$ cat config.mk
export PLATFORM = sky130hd
export DESIGN_NAME = hazard_stall_ctrl_flat
export DESIGN_NICKNAME = d
export VERILOG_FILES = /design/src/rtl/pipe_pkg.sv /design/src/rtl/hazard_stall_ctrl_if.sv /design/src/rtl/hazard_stall_ctrl_md_busy_counter.sv /design/src/rtl/hazard_stall_ctrl.sv /design/src/flat_wrapper.sv
export SDC_FILE = /design/constraint.sdc
export NUM_CORES = 1
export LEC_CHECK = 0
export BUFFER_PORTS_ARGS = -buffer_cell sky130_fd_sc_hd__buf_4
export CAP_MARGIN = 40
export CORE_ASPECT_RATIO = 1.4
export CORE_MARGIN = 2
export CORE_UTILIZATION = 33
export DETAILED_ROUTE_END_ITERATION = 7
export PLACE_DENSITY = 0.62
export SYNTH_ARGS = -nofsm -noshare
export SYNTH_HDL_FRONTEND = slang
export SYNTH_SLANG_ARGS = --single-unit
$ cat constraint.sdc
create_clock -name clk -period 2.3 [get_ports clk]
set_clock_uncertainty 0.2 [all_clocks]
set_input_delay 0.115 -clock clk [delete_from_list [all_inputs] [get_ports clk]]
set_output_delay 0.115 -clock clk [all_outputs]
set_load 0.1 [all_outputs]
$ cat src/rtl/pipe_pkg.sv
// Shared pipeline types and constants for hazard detection and the MD busy counter.
package pipe_pkg;

  typedef logic [4:0] reg_t;
  typedef logic [1:0] tuse_t;
  typedef logic [1:0] tnew_t;

  localparam int unsigned CNT_W = 4;
  typedef logic [CNT_W-1:0] cnt_t;

  // Tuse value meaning the operand is not read at all
  localparam tuse_t TUSE_NONE = 2'd3;

  localparam int unsigned MULT_CYCLES_DEF = 5;
  localparam int unsigned DIV_CYCLES_DEF  = 10;

  // A source stalls when a younger-than-needed producer in E or M writes it
  function automatic logic src_stall(reg_t src, tuse_t tuse, reg_t e_a3, tnew_t e_tnew,
                                     reg_t m_a3, tnew_t m_tnew);
    return (src != '0) && (tuse != TUSE_NONE) &&
           (((e_a3 == src) && (e_tnew > tuse)) || ((m_a3 == src) && (m_tnew > tuse)));
  endfunction

endpackage

$ cat src/rtl/hazard_stall_ctrl_if.sv
// Bundle of D/E/M hazard inputs and pipeline strobe outputs of the stall controller.
import pipe_pkg::*;

interface hazard_stall_ctrl_if;
  reg_t  D_rs;
  reg_t  D_rt;
  tuse_t D_tuse_rs;
  tuse_t D_tuse_rt;
  logic  D_is_md;
  reg_t  E_A3;
  tnew_t E_tnew;
  reg_t  M_A3;
  tnew_t M_tnew;
  logic  E_md_start;
  logic  E_md_div;
  logic  PC_en;
  logic  FD_en;
  logic  DE_en;
  logic  DE_clr;
  logic  md_busy;
  logic  md_done;

  modport master (
    output D_rs, D_rt, D_tuse_rs, D_tuse_rt, D_is_md, E_A3, E_tnew, M_A3, M_tnew,
           E_md_start, E_md_div,
    input  PC_en, FD_en, DE_en, DE_clr, md_busy, md_done
  );

  modport slave (
    input  D_rs, D_rt, D_tuse_rs, D_tuse_rt, D_is_md, E_A3, E_tnew, M_A3, M_tnew,
           E_md_start, E_md_div,
    output PC_en, FD_en, DE_en, DE_clr, md_busy, md_done
  );
endinterface

$ cat src/rtl/hazard_stall_ctrl_md_busy_counter.sv
// Multiply/divide busy counter: loads the op latency on start, counts down to idle.
module md_busy_counter
  import pipe_pkg::*;
#(
  parameter int unsigned MULT_CYCLES = MULT_CYCLES_DEF,
  parameter int unsigned DIV_CYCLES  = DIV_CYCLES_DEF
) (
  input  logic clk,
  input  logic reset,
  input  logic start,
  input  logic is_div,
  output logic busy,
  output logic done
);

  cnt_t cnt_q, cnt_d;

  // A new start reloads even while busy
  always_comb begin
    cnt_d = cnt_q;
    if (start) begin
      cnt_d = is_div ? cnt_t'(DIV_CYCLES) : cnt_t'(MULT_CYCLES);
    end else if (cnt_q != '0) begin
      cnt_d = cnt_q - cnt_t'(1);
    end
  end

  always_ff @(posedge clk) begin
    if (reset) begin
      cnt_q <= '0;
    end else begin
      cnt_q <= cnt_d;
    end
  end

  assign busy = (cnt_q != '0);
  assign done = (cnt_q == cnt_t'(1));

endmodule

$ cat src/rtl/hazard_stall_ctrl.sv
// Pipeline hazard/stall controller: Tuse/Tnew data hazards plus MD-busy interlock.
module hazard_stall_ctrl
  import pipe_pkg::*;
#(
  parameter int unsigned MULT_CYCLES = MULT_CYCLES_DEF,
  parameter int unsigned DIV_CYCLES  = DIV_CYCLES_DEF
) (
  input logic               clk,
  input logic               reset,
  hazard_stall_ctrl_if.slave bus
);

  logic rs_stall, rt_stall, md_stall, stall;

  md_busy_counter #(
    .MULT_CYCLES(MULT_CYCLES),
    .DIV_CYCLES (DIV_CYCLES)
  ) u_md_busy_counter (
    .clk   (clk),
    .reset (reset),
    .start (bus.E_md_start),
    .is_div(bus.E_md_div),
    .busy  (bus.md_busy),
    .done  (bus.md_done)
  );

  always_comb begin
    rs_stall = src_stall(bus.D_rs, bus.D_tuse_rs, bus.E_A3, bus.E_tnew, bus.M_A3, bus.M_tnew);
    rt_stall = src_stall(bus.D_rt, bus.D_tuse_rt, bus.E_A3, bus.E_tnew, bus.M_A3, bus.M_tnew);
    // An MD op entering E this cycle is not yet counted, so it stalls directly
    md_stall = bus.D_is_md & (bus.md_busy | bus.E_md_start);
    stall    = rs_stall | rt_stall | md_stall;
  end

  // D/E stays enabled; its clear takes priority and inserts the bubble
  assign bus.PC_en  = ~stall;
  assign bus.FD_en  = ~stall;
  assign bus.DE_en  = 1'b1;
  assign bus.DE_clr = stall;

endmodule
$ cat src/flat_wrapper.sv
// flat-port wrapper written by rule: the top's interface ports become plain ports
module hazard_stall_ctrl_flat import pipe_pkg::*;
#(
  parameter int unsigned MULT_CYCLES = MULT_CYCLES_DEF,
  parameter int unsigned DIV_CYCLES  = DIV_CYCLES_DEF
)
  (clk, reset, bus_D_rs, bus_D_rt, bus_D_tuse_rs, bus_D_tuse_rt, bus_D_is_md, bus_E_A3, bus_E_tnew, bus_M_A3, bus_M_tnew, bus_E_md_start, bus_E_md_div, bus_PC_en, bus_FD_en, bus_DE_en, bus_DE_clr, bus_md_busy, bus_md_done);
  hazard_stall_ctrl_if bus_i ();
  input logic clk;
  input logic reset;
  input wire logic [$bits(bus_i.D_rs)-1:0] bus_D_rs;
  input wire logic [$bits(bus_i.D_rt)-1:0] bus_D_rt;
  input wire logic [$bits(bus_i.D_tuse_rs)-1:0] bus_D_tuse_rs;
  input wire logic [$bits(bus_i.D_tuse_rt)-1:0] bus_D_tuse_rt;
  input wire logic [$bits(bus_i.D_is_md)-1:0] bus_D_is_md;
  input wire logic [$bits(bus_i.E_A3)-1:0] bus_E_A3;
  input wire logic [$bits(bus_i.E_tnew)-1:0] bus_E_tnew;
  input wire logic [$bits(bus_i.M_A3)-1:0] bus_M_A3;
  input wire logic [$bits(bus_i.M_tnew)-1:0] bus_M_tnew;
  input wire logic [$bits(bus_i.E_md_start)-1:0] bus_E_md_start;
  input wire logic [$bits(bus_i.E_md_div)-1:0] bus_E_md_div;
  output wire logic [$bits(bus_i.PC_en)-1:0] bus_PC_en;
  output wire logic [$bits(bus_i.FD_en)-1:0] bus_FD_en;
  output wire logic [$bits(bus_i.DE_en)-1:0] bus_DE_en;
  output wire logic [$bits(bus_i.DE_clr)-1:0] bus_DE_clr;
  output wire logic [$bits(bus_i.md_busy)-1:0] bus_md_busy;
  output wire logic [$bits(bus_i.md_done)-1:0] bus_md_done;
  assign bus_i.D_rs = bus_D_rs;
  assign bus_i.D_rt = bus_D_rt;
  assign bus_i.D_tuse_rs = bus_D_tuse_rs;
  assign bus_i.D_tuse_rt = bus_D_tuse_rt;
  assign bus_i.D_is_md = bus_D_is_md;
  assign bus_i.E_A3 = bus_E_A3;
  assign bus_i.E_tnew = bus_E_tnew;
  assign bus_i.M_A3 = bus_M_A3;
  assign bus_i.M_tnew = bus_M_tnew;
  assign bus_i.E_md_start = bus_E_md_start;
  assign bus_i.E_md_div = bus_E_md_div;
  assign bus_PC_en = bus_i.PC_en;
  assign bus_FD_en = bus_i.FD_en;
  assign bus_DE_en = bus_i.DE_en;
  assign bus_DE_clr = bus_i.DE_clr;
  assign bus_md_busy = bus_i.md_busy;
  assign bus_md_done = bus_i.md_done;
  hazard_stall_ctrl #(.MULT_CYCLES(MULT_CYCLES), .DIV_CYCLES(DIV_CYCLES)) u_core (.clk(clk), .reset(reset), .bus(bus_i));
endmodule
==> impl_results.md <==
- Overflow left after global routing: 0
- CP startpoint kind: flop
- Peak supply drop: 0.416 mV
- Tcrit/Tclk final: 0.962
- Largest registers: u_core.u_md_busy_counter.cnt_q (4)
- Arrival time of the worst setup path: 2160 ps
- Register containing the most flip-flops in the final layout: u_core.u_md_busy_counter.cnt_q
- Antenna Nets Post-Route: 0
- Worst slack after detailed placement: 170 ps
- Number of input and output port buffers inserted: 37
- Setup repair after global routing missed its margin: no
- Initial core utilization: 0.338
- Area share of the leading cell type in the synthesized netlist: 0.191
- Commonest register cell after synthesis: dfxtp_1
- Total die area: 2570 µm²
- Clock sink count: 4
- Critical Path, Cell by Cell: inv_1 -> ha_1 -> or3b_4 -> nor2b_1 -> a22oi_1 -> dlygate4sd3_1 -> nor2_1
- Ys async rst share: 0
- Deepest clock path buffer count: 2
- Footprint of the flip-flops and latches: 80.1 µm²
- Total number of vias: 786
- Sequential area share after synthesis: 0.111
- Placed wire-length estimate after detailed placement: 1740 µm
- Count of nets after finishing: 179
- Final cell utilization of the core: 0.519
- Number of inserted diodes: 0
- Vias per std cell: 5.07
- Clock slew at reported path FFs: 40 ps
- Start-to-end type of the worst setup path: reg2reg
- Mux contribution to synthesized area: 0
- Final hold violations: 0
- Final std cells w/o fill: 155
- Status: completed
- Routed len/inst: 13.2 µm
- Largest stage delay on the critical path: 570 ps
- Post-synthesis share of cell area spent on full adders, half adders and majority gates: 0.191
- Post-layout min period: 2210 ps
- Most numerous cell types in the synthesized netlist: 15 x xnor2_1, 11 x ha_1, 8 x inv_1, 8 x xor2_1, 5 x nand2_1
- Antenna violations before repair: 0
- Routability-driven placement congestion ratio: 0.864
- Total routing resource utilization after global routing: 0.177
- Root buffer cell: clkbuf_4
- Area of the multi-input gates: 602 µm²
- Fraction of layout instances using a drive strength above 1: 0.353
- CTS Buf Count: 3
- Post-synthesis register bit count: 4
- Crit-path slowest cell: dlygate4sd3_1
- Pin count of the biggest net entering global routing: 8
- Worst-skew pair later-pin latency: 250 ps
- Post-synthesis compound-gate area fraction: 0.146
- Layout Area Growth over Synthesis: 53.6%
- Combinational family with the most area after synthesis: XOR/XNOR gates
- Vias in the first global route: 808
- Number of max-slew violations in the final report: 0
- Detailed Routing Iterations Pass 1: 1
- Core region area: 2130 µm²
- Cell Pwr Density: 464 nW/µm²
- Xor/xnor share of the synthesized area: 0.280
- Cell variety after synth: 27
- Worst setup EP type: flop
- Placed instance count: 146
- Number of flops mapped to enable cells by yosys: 0
- Post-synthesis net count: 134
- Synth Area per Inst: 7.99 µm²
- Number of cells produced by synthesis: 90
- DR DRC count: 0
- Area share of and/or/nand/nor cells after synthesis: 0.197
- Drt initial violations: 0
- Total number of yosys warnings: 0
- Maximum clock frequency: 452 MHz
- Combined area of all synthesized cells: 719 µm²
- Class of the tightest hold or removal check: in2reg
- Max-cap violation count: 0
- Die Ht: 59.2 µm
- Cells taking the most area after synthesis: ha_1 19%, xnor2_1 18%, dfxtp_1 11%, xor2_1 9.7%, a2111oi_2 4.2%
- Number of setup violations in the final report: 0
- Number of placement rows: 20
- Max FFs per register: 4
- Post-detailed-routing wire length: 2050 µm
- Leak Pwr: 0.510 nW
- Critical path data required time: 2250 ps
- Number of levels in the clock H-tree: 1
- Worst Path Max Fanout: 5
- Global-route wire length before repair: 3390 µm
- Total Negative Setup Slacks: 0 ps
- Die X-Extent: 43.5 µm
- Number of top-level pins: 39
- Worst-case setup margin in the final layout: 86.7 ps
- Filler cell count in the final layout: 219
- Total power: 0.512 mW
- CTS tree: yes
- Cell type contributing the most total cell area after synthesis: ha_1
- Most numerous cell in the Yosys netlist: xnor2_1
logic make-up after synthesis:
group,after synthesis
AO/OA/AOI/OAI,14
XOR/XNOR,23
adder cells (fa/ha/maj),11
buffers and inverters,11
flip-flops,4
other,1
AND/OR/NAND/NOR,26
cells in the final DEF (no fill, tap or decap):
master          n
or4_1           2
nor3b_2         1
or3b_4          1
clkbuf_4        3
o221ai_1        2
o21ai_1         1
ha_1           11
o21a_1          1
nor3_1          1
nor2_1          4
buf_6           2
and3_4          1
dlygate4sd3_1   5
inv_2           1
nand2_1         5
a2111oi_2       2
nand4_1         2
o21ai_0         2
dfxtp_1         4
a211oi_1        1
buf_4          36
nor4_1          2
a22oi_1         1
conb_1          1
nor2b_1         3
nand3_1         3
a21oi_1         4
nand2b_1        1
inv_1           7
xnor2_1        15
xor2_1          8
what timing repair did:
action	CTS	global route
endpoints found under the hold margin	4	0
hold buffers	5	0
gates resized for setup	0	5
endpoints found under the setup margin	2	4
setup buffers	0	1
area by class of cell:
| cell class | count | area share |
|---|---|---|
| timing repair buffer | 43 | 0.310 |
| tap | 22 | 0.0249 |
| multi-input combinational | 75 | 0.545 |
| sequential | 4 | 0.0725 |
| inverter | 8 | 0.0272 |
| clock buffer | 3 | 0.0204 |
worst paths after layout:
path	cells past startpoint	end	start	slack (ps)
setup / recovery	7	u_core.u_md_busy_counter.cnt_q[3]	u_core.u_md_busy_counter.cnt_q[0]	90
hold / removal	3	u_core.u_md_busy_counter.cnt_q[3]	reset	420
setup reg to reg	7	u_core.u_md_busy_counter.cnt_q[3]	u_core.u_md_busy_counter.cnt_q[0]	90
hold reg to reg	3	u_core.u_md_busy_counter.cnt_q[0]	u_core.u_md_busy_counter.cnt_q[0]	500
layer usage:
layer | wire (µm) | global-route usage | vias to the layer above
li1 | - | - | 398
met1 | 767 | 0.190 | 354
met2 | 1140 | 0.335 | 31
met3 | 114 | 0.0305 | 3
met4 | 26 | 0.0649 | 0
met5 | 0 | 0 | -
through the flow:
step | area (µm²) | hold slack [ps]
floorplan | 732 | -15.9
global placement | 1010 | 102
detailed placement | 1010 | 106
CTS | 1090 | 395
global route | 1100 | 422
finish | 1100 | 416
report_power, final:
part,internal [mW],leakage [nW],switching [mW]
Sequential,0.0776,0.0332,0.00925
Clock,0.0586,0.0138,0.0329
Combinational,0.138,0.463,0.196
Total,0.274,0.510,0.238
critical path, delay by kind of cell (launching register included):
kind,cells,cell delay [ps]
compound gates,1,150
fa+ha+maj,1,150
buf+inv,2,660
flops,1,340
simple gates,3,610
Power figures use the tool's default switching activity.
